[config.mk]
export PLATFORM = sky130hd
export DESIGN_NAME = contador_ascendente
export DESIGN_NICKNAME = d
export VERILOG_FILES = /design/src/rtl/contador_ascendente.sv
export SDC_FILE = /design/constraint.sdc
export NUM_CORES = 1
export LEC_CHECK = 0
export CORE_MARGIN = 2
export CORE_UTILIZATION = 51
export DETAILED_ROUTE_END_ITERATION = 12
export GPL_ROUTABILITY_DRIVEN = 1
export GPL_TIMING_DRIVEN = 0
export PLACE_DENSITY = 0.89
export SKIP_LAST_GASP = 1
export SLEW_MARGIN = 20
export SYNTH_ARGS = -nofsm -noshare
export SYNTH_HDL_FRONTEND = slang
export SYNTH_SLANG_ARGS = --single-unit
[constraint.sdc]
create_clock -name clk -period 3.5 [get_ports clk]
set_input_delay 0.35 -clock clk [delete_from_list [all_inputs] [get_ports clk]]
set_output_delay 0.35 -clock clk [all_outputs]
set_load 0.005 [all_outputs]
[src/rtl/contador_ascendente.sv]
// Up-counter with debounced active-low increment button, clamped load and two
// active-low 7-segment digits. Define SATURATE_EN to hold at LIMIT instead of wrapping.
module contador_ascendente #(
  parameter int WIDTH = 6,
  parameter int LIMIT = 59
) (
  input  logic             clk,
  input  logic             reset,
  input  logic [WIDTH-1:0] num,
  input  logic             load_n,
  input  logic             inc_n,
  output logic [WIDTH-1:0] out,
  output logic             tc,
  output logic [6:0]       seg,
  output logic [6:0]       seg_tens
);

  localparam logic [WIDTH-1:0] LIM = WIDTH'(LIMIT);

  logic       ff1;
  logic       ff2;
  logic       prev;
  logic [1:0] settle;
  logic       armed;
  logic       valid;
  logic       inc_evt;
  logic [31:0] value;

  // settle[1] marks ff2 as holding a real sample; armed needs one real released
  // sample, so a press held through reset release never counts.
  always_ff @(posedge clk or negedge reset) begin
    if (!reset) begin
      ff1    <= 1'b1;
      ff2    <= 1'b1;
      prev   <= 1'b1;
      settle <= '0;
      armed  <= 1'b0;
    end else begin
      ff1    <= inc_n;
      ff2    <= ff1;
      prev   <= ff2;
      settle <= {settle[0], 1'b1};
      armed  <= armed | (settle[1] & ff2);
    end
  end

  assign inc_evt = armed & ~ff2 & prev;

  always_ff @(posedge clk or negedge reset) begin
    if (!reset) begin
      out   <= '0;
      tc    <= 1'b0;
      valid <= 1'b0;
    end else begin
      tc <= 1'b0;
      if (!load_n) begin
        out   <= (num > LIM) ? LIM : num;
        valid <= 1'b1;
      end else if (inc_evt) begin
        valid <= 1'b1;
`ifdef SATURATE_EN
        if (out != LIM) begin
          out <= out + WIDTH'(1);
          tc  <= ((out + WIDTH'(1)) == LIM);
        end
`else
        if (out == LIM) begin
          out <= '0;
          tc  <= 1'b1;
        end else begin
          out <= out + WIDTH'(1);
        end
`endif
      end
    end
  end

  function automatic logic [6:0] to_seg(input logic [3:0] d);
    logic [6:0] code;
    case (d)
      4'd0:    code = 7'b0000001;
      4'd1:    code = 7'b1001111;
      4'd2:    code = 7'b0010010;
      4'd3:    code = 7'b0000110;
      4'd4:    code = 7'b1001100;
      4'd5:    code = 7'b0100100;
      4'd6:    code = 7'b0100000;
      4'd7:    code = 7'b0001111;
      4'd8:    code = 7'b0000000;
      4'd9:    code = 7'b0000100;
      default: code = 7'b1111111;
    endcase
    return code;
  endfunction

  always_comb begin
    seg      = '1;
    seg_tens = '1;
    value    = 32'(out);
    if (valid) begin
      seg = to_seg(4'(value % 32'd10));
      if (value >= 32'd10) seg_tens = to_seg(4'(value / 32'd10));
    end
  end

endmodule

==> metrics.md <==
| Metric | Value |
|---|---|
| XOR/XNOR share of the synthesized area | `0.616%` |
| Simple-gate share of the synthesized area | `22.6%` |
| Compound-Gate Fraction of Synth Area | `29.9%` |
| Layout cells sized above 1 | `28.0%` |
| Post-Syn Instances | `175` |
| Syn avg cell area | `8.12 µm²` |
| GRT overflow | `0` |
| Clock tree sinks | `14` |
| Busiest grt layer | `met2` |
| Seq/Total Area, Yosys | `24.9%` |
| Post-synth top area share | `19.4%` |
| Count leader, synth | `ha_1` |
| Starting DRT DRC Count | `93` |
| CTS tree | `done` |
| DR vias/cell | `6.63` |
| Synth Flop Type | `dfrtp_1` |
| Via Count | `1,697` |
| Post-synthesis adder-cell area fraction | `15.0%` |
| Initial antenna violation count | `0` |
| DRC | `0` |
| Worst Setup End Kind | `primary output` |
| Largest net degree at the start of global routing | `15` |
| Chip width | `56.8 µm` |
| Fin cells | `256` |
| Syn nets | `202` |
| Worst Hold Slack | `0.361 ns` |
| I/O pins | `31` |
| Inst Count DP | `236` |
| First-pass GRT wire length | `7270 µm` |
| Clk buf depth | `2` |
| Clock slew at reported path FFs | `0.08 ns` |
| Total GRT Usage | `28.2%` |
| Static Leakage | `0.906 nW` |
| Max-cap violations | `0` |
| Util after Layout | `76.1%` |
| Multiplexer share of the synthesized area | `0.704%` |
| IO Port Bufs | `30` |
| Max Clock Skew | `0.00242 ns` |
| ANT nets after route | `0` |
| Crit share post-route | `103%` |
| CP Class | `reg -> out` |
| Die Ht | `56.8 µm` |
| Relative slew slack | `59.0%` |
| Final min period | `3.61 ns` |
| Worst VDD drop | `0.000438 V` |
| Final setup margin | `-0.112 ns` |
| Cell row count | `19` |
| Reg2Reg Setup Slack | `1.51 ns` |
| RePlAce Congestion | `0.954` |
| Antenna cells | `0` |
| Met1 Use GR | `34.7%` |
| Startpoint types | `flop` |
| Warnings, synthesis | `0` |
| Design area | `2060 µm²` |
| Most frequent cells after synthesis | `ha_1, nor2_1, o21ai_0, nand2_1` |
| Required time of the critical path | `3.15 ns` |
| Placed Area | `1760 µm²` |
| Post-synth EDFFs | `0` |
| Initial Utilization | `52.4%` |
| Met2 usage | `47.8%` |
| Post-CTS Hold Fix Bufs | `0` |
| Combinational family with the most area after synthesis | `compound AO/OA/AOI/OAI gates` |
| H-tree level count | `1` |
| Power per cell area | `474 nW/µm²` |
| Netlist Area Pre-Place | `1420 µm²` |
| Met3 Use GR | `2.76%` |
| CP max FO | `4` |
| Die Footprint | `3230 µm²` |
| DRT Pass-1 Iters | `4` |
| CTS root buf | `clkbuf_4` |
| Asr flop ratio synth | `100%` |
| Synth cell types | `52` |
| Synthesized flop and latch total | `14` |
| CTS Buf Count | `3` |
| Unrepaired setup endpoints after global routing | `yes` |
| Area Growth Syn to Fin | `45.1%` |
| WP data arrival | `3.26 ns` |
| Most area-consuming cells after synthesis | `dfrtp_1, ha_1, dfstp_2, o21ai_0, a21oi_1` |
| Final layout net count | `253` |
| Routed len/inst | `18.5 µm` |
| Post-Route WL | `4730 µm` |
| Power, Total | `0.978 mW` |
| Status | `finished with violations` |
| Max Fclk | `277 MHz` |
| Worst-Margin Slew | `0.612 ns` |
| Failing checks | `negative setup slack` |
| # fillers | `173` |
| Area leader, netlist | `dfrtp_1` |
| Worst skew pair latency | `0.28 ns` |
| Core area | `2710 µm²` |
| Final Hold Viols | `0` |
| Min-Delay Path Class | `reg -> reg` |
| Slew Viols, Final | `0` |
| Number of global-route vias before repair | `1,631` |
| # setup viols final | `6` |
| Hpwl dp | `2660 µm` |
==> what timing repair did <==
item | in CTS | in global routing
pin swaps | 11 | 11
endpoints found under the setup margin | 14 | 13
buffers inserted | 14 | 3
resized for setup | 42 | 13
==> final cells by class <==
class	instances	area, µm²	share of cell area, %
clock buffer	4	36.3	1.76
timing repair buffer	47	418	20.3
sequential	14	357	17.3
inverter	13	51.3	2.49
buffer	7	31.3	1.52
multi-input combinational	140	1130	54.8
tap	31	38.8	1.88
==> state kept, by name (all words and copies together), names as in the netlist <==
name,count
ff2,1
tc,1
settle,2
valid,1
out,6
prev,1
armed,1
ff1,1
==> logic make-up (layout without fill, tap and decap cells) <==
| logic type | Yosys count | count (layout) |
|---|---|---|
| AND/OR/NAND/NOR | 61 | 61 |
| adder cells (fa/ha/maj) | 17 | 17 |
| flip-flops | 14 | 14 |
| other | 1 | 1 |
| XOR/XNOR | 1 | 1 |
| multiplexers | 1 | 1 |
| AO/OA/AOI/OAI | 59 | 59 |
| buffers and inverters | 21 | 71 |
==> through the flow <==
stage	setup TNS, ns	setup slack (ns)
4_1_cts	-0.0648	-0.0445
6_report	-0.524	-0.112
3_5_place_dp	-3.41	-0.612
3_3_place_gp	-2.79	-0.550
5_1_grt	-1.12	-0.196
2_1_floorplan	0	0.133
==> report_power, final <==
part | switching [mW] | internal (mW) | total (mW)
logic | 0.353 | 0.323 | 0.676
clock network | 0.0527 | 0.0633 | 0.116
registers | 0.0121 | 0.174 | 0.186
==> path summary, 6_finish.rpt <==
check / startpoint / depth (start not counted) / to
max: out[3]$_DFFE_PN0P_ / 13 / seg[2]
min in group asynchronous: reset / 1 / settle[1]$_DFF_PN0_
min: ff1$_DFF_PN1_ / 0 / ff2$_DFF_PN1_
max reg2reg: out[1]$_DFFE_PN0P_ / 5 / out[3]$_DFFE_PN0P_
min reg2reg: ff1$_DFF_PN1_ / 0 / ff2$_DFF_PN1_
max in group asynchronous: reset / 1 / out[3]$_DFFE_PN0P_
==> metal layers <==
metal  part of all wire, %  vias to the layer above
met5                     0                        -
met3                   6.3                       32
met4                   6.5                        0
li1                      -                      751
met1                    38                      795
met2                    50                      119
==> layout by cell type, fill, tap and decap left out, drive strengths merged, types with 4 or more instances in the layout <==
cell type and count:
a21oi 11, a22oi 4, a31oi 4, buf 25, clkbuf 7, clkdlybuf4s50 22
dfrtp 11, ha 17, inv 12, nand2 12, nand3 8, nor2 13
nor3 5, o211ai 6, o21ai 14, or3 4
==> critical path, stage by stage, from the launching register on <==
cell	delay (ns)
dfrtp_2	0.41
or2_4	0.24
ha_4	0.25
nand4bb_1	0.21
or3_1	0.36
nand3_2	0.12
inv_4	0.05
ha_4	0.28
o21ai_2	0.05
a31o_2	0.23
a21boi_4	0.15
and4_1	0.23
o31ai_2	0.23
buf_2	0.17
Power figures use the tool's default switching activity.
